==> src/rtl/issue_scoreboard.sv <==
// In-order issue stage: a 32-entry busy scoreboard gates decode on RAW/WAW hazards
// and feeds a one-entry valid/ready output register toward execute.
module issue_scoreboard #(
    parameter int NREGS     = 32,
    parameter int RIDX_W    = 5,
    parameter int PAYLOAD_W = 32,
    parameter int CNT_W     = 16
) (
    input  logic                 clk,
    input  logic                 reset,
    input  logic                 in_valid,
    output logic                 in_ready,
    input  logic [RIDX_W-1:0]    in_rs,
    input  logic [RIDX_W-1:0]    in_rt,
    input  logic [RIDX_W-1:0]    in_rd,
    input  logic                 in_uses_rs,
    input  logic                 in_uses_rt,
    input  logic                 in_writes_rd,
    input  logic [PAYLOAD_W-1:0] in_payload,
    output logic                 out_valid,
    input  logic                 out_ready,
    output logic [RIDX_W-1:0]    out_rs,
    output logic [RIDX_W-1:0]    out_rt,
    output logic [RIDX_W-1:0]    out_rd,
    output logic [PAYLOAD_W-1:0] out_payload,
    output logic                 out_writes_rd,
    input  logic                 wb_valid,
    input  logic [RIDX_W-1:0]    wb_rd,
    input  logic                 flush,
    output logic [NREGS-1:0]     busy_vec,
    output logic [CNT_W-1:0]     stall_cnt
);

    typedef enum logic {
        EMPTY,
        FULL
    } out_state_e;

    out_state_e state_q, state_d;

    logic [NREGS-1:0]     busy_q, busy_d;
    logic [CNT_W-1:0]     stall_cnt_q, stall_cnt_d;
    logic [RIDX_W-1:0]    out_rs_q, out_rs_d;
    logic [RIDX_W-1:0]    out_rt_q, out_rt_d;
    logic [RIDX_W-1:0]    out_rd_q, out_rd_d;
    logic [PAYLOAD_W-1:0] out_payload_q, out_payload_d;
    logic                 out_writes_rd_q, out_writes_rd_d;

    logic [NREGS-1:0] wb_hit;
    logic [NREGS-1:0] eff_busy;
    logic             hazard;
    logic             fire;

    // A writeback landing this cycle is bypassed so its consumer issues with no bubble.
    always_comb begin
        wb_hit = '0;
        for (int i = 0; i < NREGS; i++) begin
            wb_hit[i] = wb_valid && (wb_rd == RIDX_W'(i));
        end
        eff_busy = busy_q & ~wb_hit;
        hazard   = (in_uses_rs   && eff_busy[in_rs]) ||
                   (in_uses_rt   && eff_busy[in_rt]) ||
                   (in_writes_rd && eff_busy[in_rd]);
        in_ready = !hazard && ((state_q == EMPTY) || out_ready) && !flush;
        fire     = in_valid && in_ready;
    end

    // Set is applied after the writeback clear so a new producer wins; flush overrides both.
    always_comb begin
        busy_d = busy_q & ~wb_hit;
        if (fire && in_writes_rd && (in_rd != '0)) begin
            busy_d[in_rd] = 1'b1;
        end
        if (flush) begin
            busy_d = '0;
        end
        busy_d[0] = 1'b0;
    end

    always_comb begin
        state_d = state_q;
        case (state_q)
            EMPTY: if (fire) state_d = FULL;
            FULL:  if (out_ready && !fire) state_d = EMPTY;
            default: state_d = EMPTY;
        endcase
        if (flush) begin
            state_d = EMPTY;
        end
    end

    always_comb begin
        out_rs_d        = out_rs_q;
        out_rt_d        = out_rt_q;
        out_rd_d        = out_rd_q;
        out_payload_d   = out_payload_q;
        out_writes_rd_d = out_writes_rd_q;
        if (fire) begin
            out_rs_d        = in_rs;
            out_rt_d        = in_rt;
            out_rd_d        = in_rd;
            out_payload_d   = in_payload;
            out_writes_rd_d = in_writes_rd;
        end
    end

    always_comb begin
        stall_cnt_d = stall_cnt_q;
        if (in_valid && !in_ready && (stall_cnt_q != '1)) begin
            stall_cnt_d = stall_cnt_q + CNT_W'(1);
        end
    end

    always_ff @(posedge clk) begin
        if (reset) begin
            state_q         <= EMPTY;
            busy_q          <= '0;
            stall_cnt_q     <= '0;
            out_rs_q        <= '0;
            out_rt_q        <= '0;
            out_rd_q        <= '0;
            out_payload_q   <= '0;
            out_writes_rd_q <= 1'b0;
        end else begin
            state_q         <= state_d;
            busy_q          <= busy_d;
            stall_cnt_q     <= stall_cnt_d;
            out_rs_q        <= out_rs_d;
            out_rt_q        <= out_rt_d;
            out_rd_q        <= out_rd_d;
            out_payload_q   <= out_payload_d;
            out_writes_rd_q <= out_writes_rd_d;
        end
    end

    assign out_valid     = (state_q == FULL);
    assign out_rs        = out_rs_q;
    assign out_rt        = out_rt_q;
    assign out_rd        = out_rd_q;
    assign out_payload   = out_payload_q;
    assign out_writes_rd = out_writes_rd_q;
    assign busy_vec      = busy_q;
    assign stall_cnt     = stall_cnt_q;

endmodule

==> config.mk <==
export PLATFORM = sky130hd
export DESIGN_NAME = issue_scoreboard
export DESIGN_NICKNAME = d
export VERILOG_FILES = /design/src/rtl/issue_scoreboard.sv
export SDC_FILE = /design/constraint.sdc
export NUM_CORES = 1
export LEC_CHECK = 0
export CAP_MARGIN = 5
export CORE_MARGIN = 4
export CORE_UTILIZATION = 50
export CTS_CLUSTER_SIZE = 16
export DETAILED_ROUTE_END_ITERATION = 10
export PLACE_DENSITY = 0.86
export RECOVER_POWER = 25
export SYNTH_ARGS = -nofsm -noshare
export SYNTH_HDL_FRONTEND = slang
export SYNTH_SLANG_ARGS = --single-unit
export TNS_END_PERCENT = 10
==> constraint.sdc <==
create_clock -name clk -period 4.85 [get_ports clk]
set_input_delay 0.97 -clock clk [delete_from_list [all_inputs] [get_ports clk]]
set_output_delay 0.97 -clock clk [all_outputs]
set_load 0.005 [all_outputs]
==> Word-level counts from Yosys, hierarchy flattened <==
Index checks and enable logic that the tools add are counted.
{ "word_totals": {"output_inout_bits": 98, "ff_bits": 97} }
{ "classes": {"n_eq_ne": 32, "add_sub_neg": 1, "bitwise": 4, "magnitude_cmp": 4, "reduce_logical": 54, "mux": 12} }
{ "ops": {"columns": ["cell", "count"], "rows": [
  ["$eq 5x5->1 const B", 16],
  ["$logic_and 1x1->1", 44],
  ["$eq 5x4->1 const B", 8],
  ["$and 32x32->32", 1],
  ["$mux 32", 1],
  ["$not 32->32", 1],
  ["$or 32x32->32", 1],
  ["$eq 5x3->1 const B", 4],
  ["$lt 5x6->1 const B", 3],
  ["$add 16x1->16 const B", 1],
  ["$ne 16x16->1 const B", 1],
  ["$bmux 1 s5", 3],
  ["$eq 5x2->1 const B", 2],
  ["$mux 1", 6],
  ["$demux 1 s5", 1],
  ["$eq 5x1->1 const B", 1],
  ["$ge 5x1->1 const B", 1],
  ["$logic_not 5->1", 1],
  ["$reduce_bool 5->1", 1],
  ["$logic_not 1->1", 4],
  ["$logic_or 1x1->1", 3],
  ["$pmux 1 s2", 1],
  ["$reduce_or 2->1", 1],
  ["$not 1->1", 1]
]} }

==> Longest topological paths before layout <==
Gate-level depths: netlist of run 1.
{ "depth": {"ltp_word": 17, "depth_mapped": 13, "ltp_nobuf": 9} }

==> Worst setup path before layout of run 1 <==
No wires, ideal clock.
{ "synth_path": {"path_kind": "input -> output", "start": "input port wb_rd[0]", "end": "output port in_ready", "slack_ns": 1.080, "t_arrival_ns": 2.800, "stages": 8, "t_required_ns": 3.880, "cell_sequence": "nand2b_1 > clkbuf_1 > o21ai_0 > mux4_2 > nor2b_1 > or4_4 > o211ai_4 > nor2_1"} }
{ "synth_between": {"elab_chain_cells": 12} }
{ "synth_rtl": {"columns": ["item", "line", "text"], "rows": [
  ["start: declaration", "28", "input logic [RIDX_W-1:0] wb_rd,"],
  ["$eq 5x1->1, or another cell as far along", "58", "wb_hit[i] = wb_valid && (wb_rd == RIDX_W'(i));"],
  ["$logic_and 1x1->1", "58", null],
  ["$not 32->32 *", "60", "eff_busy = busy_q & ~wb_hit;"],
  ["$and 32x32->32 *", "60", null],
  ["$bmux 1 s5 (on tied branches)", "61, 62", null],
  ["$mux 1 (on tied branches)", "61, 62", null],
  ["$logic_and 1x1->1 (on tied branches)", "61, 62", null],
  ["$logic_or 1x1->1", "61", "hazard = (in_uses_rs && eff_busy[in_rs]) ||"],
  ["$logic_or 1x1->1 *", "62", "(in_uses_rt && eff_busy[in_rt]) ||"],
  ["$logic_not 1->1 *", "64", "in_ready = !hazard && ((state_q == EMPTY) || out_ready) && !flush;"],
  ["$logic_and 1x1->1 * (2 in a row)", "64", null],
  ["end: declaration", "12", "output logic in_ready,"]
]} }
Mark *: on every way between the ends. The rest lies on a longest branch, timed or not. The select of a mux whose other input is x is not followed.

==> Final worst setup path of run 1 <==
{ "layout_path": {"start": "input port wb_rd[2]", "end": "output port in_ready"} }
The elaborated chain is that of the path after synthesis.

==> impl_metrics.csv, run 1 <==
group,metric,value,unit
status,status,"finished clean",
synthesis,synth_top_area_share,38.96,%
power,swShare,29.49,%
floorplan,placementRows,35,
global_route,grt_start_max_net_pins,66,
finish,diodes,0,
synthesis,synth-edff-count,0,
sta,finalSetupTns,0,ps
global_route,grt_pass1_wl,29020,um
finish,nets,804,
sta,setup_viol,0,
finish,drive_gt1_share,13.25,%
routing,vias_per_cell,6.134,
finish,final_cells,876,
setup_path,crit_type,"in2out",
synthesis,synth.area.mux_share,14.61,%
power,switching_power,485.1,uW
synthesis,synth-compound-area-share,19.84,%
clock_tree,clock-sinks,96,
synthesis,ys_async_sr_fraction,0,%
floorplan,start_util,52.39,%
sta,finalClockSkew,12.33,ps
power,power,1.645,mW
job,maxCapViolations,0,
clock_tree,htreeDepth,3,
routing,vias,5373,
global_route,grt_pass1_vias,5607,
sta,slew_headroom,55.43,%
floorplan,die_x,107.3,um
sta,period_share,98.70,%
worst_hold_path,hold_class,"reg2reg",
floorplan,die_h,107.3,um
power,pwr-share-seq,50.3,%
synthesis,syn_nets,625,
setup_path,critPathMaxFanout,8,
global_route,grt_use_total,31.97,%
floorplan,die_area,11520,sq um
floorplan,core,9415,sq um
synthesis,yosys-top-cells-area,"dfxtp_1, mux2i_1, nor2_1, o21ai_0, o211ai_1",
placement,io_buffers,157,
setup_path,cp.required,3880,ps
floorplan,num_io_pins,159,
finish,syn_to_final_growth,44.17,%
clock_tree,cts_inserted_buffers,9,
synthesis,synthXorXnorAreaFrac,0.7103,%
placement,place.gp.congestion,1.030,
power,leakagePower,2.575,nW
global_route,grt.overflow.total,0,
placement,numPlacedInstances,857,
sta,hold_viol_final,0,
synthesis,netlist_instances,563,
power,power_density,231.3,nW/um^2
placement,dp_hpwl,13870,um
sta,whs,503.0,ps
setup_path,critPathArrivalTime,3820,ps
synthesis,seq_area_frac_synth,38.96,%
sta,max_freq,208.9,MHz
synthesis,yosys_warnings,0,
power,power_frac_comb,18.4,%
synthesis,synth-simple-area-share,20.45,%
routing,wl,18370,um
routing,dr.pass1.iters,5,
synthesis,synth_top_area_cell,"dfxtp_1",
power,intPower,1.160,mW
synthesis,ys_types,57,
synthesis,ys_ff_latch,96,
sta,period_needed,4787,ps
power,ir_worst_vdd,143.4,uV
clock_tree,cts-root-buf,"clkbuf_8",
global_route,antenna_found_initial,0,
synthesis,synthAdderAreaFrac,0.2537,%
finish,final_util,75.52,%
clock_tree,cts_tree,"built",
clock_tree,clk_latency,370,ps
routing,wl_per_cell,20.97,um
setup_path,setup.worst_path.end_class,"primary output",
synthesis,synth_area,4932,sq um
setup_path,start_kind,"primary input",
synthesis,synth_top_family_by_area,"simple AND/OR/NAND/NOR gates",
routing,drc,0,
routing,drt_iter0_drc,483,
clock_tree,path_clk_slew,110,ps
clock_tree,clock_path_buffers,2,
synthesis,synth.avg_cell_area,8.761,sq um
power,clkPwrFrac,31.4,%
sta,drv_slew,0,
sta,tightestPinTransition,668.5,ps
synthesis,synth-main-ff-cell,"dfxtp_1",
routing,ant_nets,0,
==> power groups by stage <==
stage                     Clock, mW  Sequential [mW]  Combinational (mW)
final                         0.516            0.827               0.302
after global routing          0.561            0.830               0.324
after CTS                     0.524            0.827               0.302
after detailed placement          0            0.845               0.300
after global placement            0            0.843               0.294
after floorplan                   0            0.845               0.138
==> worst max-delay path, stage by stage <==
cell	delay (ps)
clkdlybuf4s50_1	600
nand4bb_1	300
buf_4	190
o21a_1	210
o22ai_1	100
nand4b_1	200
or4_4	530
o211ai_4	190
nor2_1	60
clkdlybuf4s50_1	470
==> path summary, 6_finish.rpt <==
kind              slack, ps  depth (start not counted)         start            to
setup / recovery         60                         10      wb_rd[2]      in_ready
hold / removal          500                          2     out_rt[4]     out_rt[4]
setup reg to reg       1710                         10  busy_vec[22]  stall_cnt[9]
hold reg to reg         500                          2     out_rt[4]     out_rt[4]
==> cells in the mapped netlist, drive strengths merged (2+ instances only) <==
master and count:
o22ai 23, mux4 6, clkinv 2, nand4bb 3
nand3b 4, nand3 15, nand4b 4, mux2 4
a32oi 4, o211ai 25, xor2 3, nor2b 10
a211oi 4, a2111oi 3, nor2 71, inv 11
nor3b 2, nand2 13, a31oi 2, nand2b 3
o21a 5, o311a 2, or3b 2, or3 15
dfxtp 96, and2 3, clkbuf 31, o21ai 48
mux2i 54, or2 4, a21oi 21, or4 2
o2111ai 7, nand4 22, nor4 6, buf 12
a41oi 2, nor3 6
==> flip-flops by register name, indices dropped and copies added (netlist names) <==
| signal | cells |
|---|---|
| busy_vec | 31 |
| out_payload | 32 |
| out_rd | 5 |
| out_rs | 5 |
| out_rt | 5 |
| out_valid | 1 |
| out_writes_rd | 1 |
| stall_cnt | 16 |
==> metal layers <==
layer	up-vias	track usage [%]	share of wire [%]
met3	65	11.52	12
met1	2482	36.66	37
met2	355	53.84	48
met4	0	13.15	3.6
met5	-	0	0
li1	2471	-	-
==> metrics by stage <==
stage / area, sq um / setup WS [ps]
2_1_floorplan: 4932 / 1080
3_3_place_gp: 6870 / 44.48
3_5_place_dp: 6870 / 13.70
4_1_cts: 7056 / 3.201
5_1_grt: 7111 / -36.68
6_report: 7111 / 63.18
==> area by class of cell <==
class	count	area, sq um
inverter	13	48.80
clock buffer	9	123.9
tap	129	161.4
multi-input combinational	411	2789
clock inverter	7	61.31
timing repair buffer	211	2004
fill	686	2305
sequential	96	1922
==> cell families (layout without fill, tap and decap cells) <==
logic type                 count (synthesis)  after routing
buffers and inverters                     56            240
and+or+nand+nor                          190            190
AOI/OAI and AO/OA                        151            151
other                                      1              1
adders and majority gates                  1              1
DFF                                       96             96
muxes                                     64             64
xor gates and xnor gates                   4              4
==> cell usage in the layout (no fill, tap or decap), types with 3 or more instances in the layout <==
cell             count
or2_2                4
nand3b_1             4
a21oi_1             21
xor2_1               3
nand4bb_1            3
nor4_1               6
o211ai_1            24
nor2_1              71
mux2i_1             54
o21ai_1             11
mux2_2               4
o2111ai_1            7
nor2b_1             10
o22ai_1             23
a32oi_1              4
nor3_1               5
nand3_1             15
inv_1               11
and2_1               3
clkbuf_8             9
o21ai_0             31
a211oi_1             4
dlymetal6s2s_1       3
nand4b_1             4
or3_1               15
clkdlybuf4s50_1    105
dfxtp_1             96
dlygate4sd3_1       48
nand4_1             22
buf_4               52
o21a_1               5
o21ai_2              6
mux4_2               6
nand2_1             13
a2111oi_0            3
==> repair_timing <==
action / CTS / global route
setup buffers: 0 / 3
endpoints found under the setup margin: 1 / 1
resized for setup: 1 / 25
pin swaps: 1 / 2
hold buffers: 0 / 0
(Power assumes the default switching activity.)
==> run 2, diff against run 1 <==
--- a/config.mk
+++ b/config.mk
@@ -6,6 +6,7 @@
 export NUM_CORES = 1
 export LEC_CHECK = 0
 export CAP_MARGIN = 5
+export CORE_ASPECT_RATIO = 1.2
 export CORE_MARGIN = 4
 export CORE_UTILIZATION = 50
 export CTS_CLUSTER_SIZE = 16
==> impl_metrics.csv, run 2 (same netlist as run 1, synthesis figures left out) <==
group,metric,value,unit
status,status,"finished clean",
finish,final_area,7310,sq um
worst_hold_path,hold_class,"reg2reg",
setup_path,crit_family,"buffers and inverters",
sta,rsz0062_at_grt,"false",
clock_tree,cts_inserted_buffers,9,
power,power_density,271.1,nW/um^2
floorplan,start_util,51.57,%
floorplan,die_x,98.67,um
sta,max_freq,211.8,MHz
routing,ant_nets,0,
global_route,antenna_found_initial,0,
routing,drt_iter0_drc,547,
setup_path,r2r-end,"stall_cnt[4]",
clock_tree,htreeDepth,3,
setup_path,crit_chain,"clkdlybuf4s50_1 > nand2b_1 > o21ai_0 > mux4_2 > nor2b_1 > or4_4 > o211ai_4 > nor2_1 > clkdlybuf4s50_1",
sta,whs,491.4,ps
global_route,grt_pass1_wl,29360,um
setup_path,cp_common_cell,"clkdlybuf4s50_1",
sta,setup_viol,0,
global_route,grt_start_max_net_pins,66,
finish,drive_gt1_share,13.41,%
worst_hold_path,holdPathEnd,"out_rd[4]",
routing,drc,0,
routing,wl,19100,um
routing,dr.pass1.iters,7,
sta,hold_viol_final,0,
setup_path,cp.required,3880,ps
global_route,grt_pass1_vias,5508,
sta,drv_slew,0,
clock_tree,clk_latency,340,ps
global_route,grt.overflow.total,0,
setup_path,r2r_cells,9,
floorplan,core,9564,sq um
finish,final_cell_mix,"clkdlybuf4s50_1, dfxtp_1, nor2_1",
floorplan,die_h,116.8,um
finish,largest_reg_flops,32,
clock_tree,cts-root-buf,"clkbuf_16",
finish,fill_cells,682,
clock_tree,path_clk_slew,70,ps
finish,final_common_cell,"clkdlybuf4s50_1",
setup_path,regToRegStartpoint,"busy_vec[22]",
setup_path,crit_type,"in2out",
setup_path,crit_buf_inv,2,
setup_path,start_kind,"primary input",
setup_path,max_stage_delay,560,ps
global_route,grt_use_total,32.43,%
sta,finalClockSkew,7.109,ps
job,maxCapViolations,0,
floorplan,die_area,11520,sq um
sta,finalSetupTns,0,ps
placement,io_buffers,157,
clock_tree,cts_tree,"built",
power,leakagePower,2.682,nW
finish,final_cells,876,
finish,diodes,0,
placement,place.gp.congestion,1.008,
floorplan,placementRows,39,
power,ir_worst_vdd,245.5,uV
clock_tree,clock_path_buffers,2,
sta,period_needed,4722,ps
finish,nets,810,
sta,period_share,97.35,%
placement,numPlacedInstances,860,
clock_tree,clock-sinks,96,
placement,dp_hpwl,14070,um
routing,vias_per_cell,6.256,
floorplan,num_io_pins,159,
setup_path,critPathMaxFanout,4,
worst_hold_path,hp-start,"out_rd[4]",
sta,slew_headroom,52.48,%
sta,fin_ws,128.5,ps
power,power,1.981,mW
setup_path,rrSetupSlack,1830,ps
finish,syn_to_final_growth,48.20,%
setup_path,critPathArrivalTime,3750,ps
setup_path,worst_path_max_delay_cell,"or4_4",
sta,tightestPinTransition,712.9,ps
routing,vias,5480,
placement,place_area,6930,sq um
setup_path,setup.worst_path.end_class,"primary output",
finish,regArea,1922,sq um
worst_hold_path,whs_path_depth,2,
finish,final_util,76.43,%
finish,multi_input_area,2780,sq um
placement,pre_cts_ws,-4.648,ps
routing,wl_per_cell,21.80,um
## run 2: changes by cell type in the layout (fill, tap and decap cells not counted), moves of 3 or more
cell | previous run | this run
bufinv_16 | 0 | 3
o21ai_2 | 6 | 2
o21ai_0 | 31 | 39
buf_4 | 52 | 58
o21ai_1 | 11 | 7
clkbuf_16 | 0 | 9
clkbuf_8 | 9 | 0
## run 2: how the worst max path moves through the flow
stage          startpoint       end  slack (ps)  depth (start not counted)
6_report         wb_rd[0]  in_ready         130                          9
4_1_cts          wb_rd[3]  in_ready          10                          9
2_1_floorplan    wb_rd[0]  in_ready        1080                          8
3_5_place_dp     wb_rd[2]  in_ready          -5                          9
3_3_place_gp     wb_rd[1]  in_ready          60                          9
5_1_grt          wb_rd[4]  in_ready          40                         10
## run 2: layout make-up
cell class	instances	area share, %
clock buffers	9	3.081
clock inverters	7	1.746
inverters	13	0.6676
multi-input cells	411	38.03
flip-flops and latches	96	26.29
well taps	123	2.105
repair buffers	217	28.07
## run 2: per-layer routing
metal | vias up | GRT usage, % | wire (um)
met1 | 2594 | 36.41 | 7054
met3 | 62 | 8.417 | 1729
met2 | 341 | 57.65 | 9499
met4 | 0 | 15.48 | 813
li1 | 2483 | - | -
met5 | - | 0 | 0
## run 2: worst min-delay path, stage by stage, from the launching register on
cell,delay (ps)
dfxtp_1,320
mux2i_1,60
nor2_1,70
## run 2: report_power, final
part / switching [mW] / internal (mW)
sequential: 0.0149 / 0.811
clock: 0.335 / 0.512
combinational: 0.155 / 0.153
total: 0.506 / 1.48
## run 2: what timing repair did
action / 4_1_cts / 5_1_grt
setup buffers: 0 / 0
pin swaps: 0 / 1
resized for setup: 2 / 14
endpoints found under the setup margin: 1 / 1
hold buffers: 0 / 0
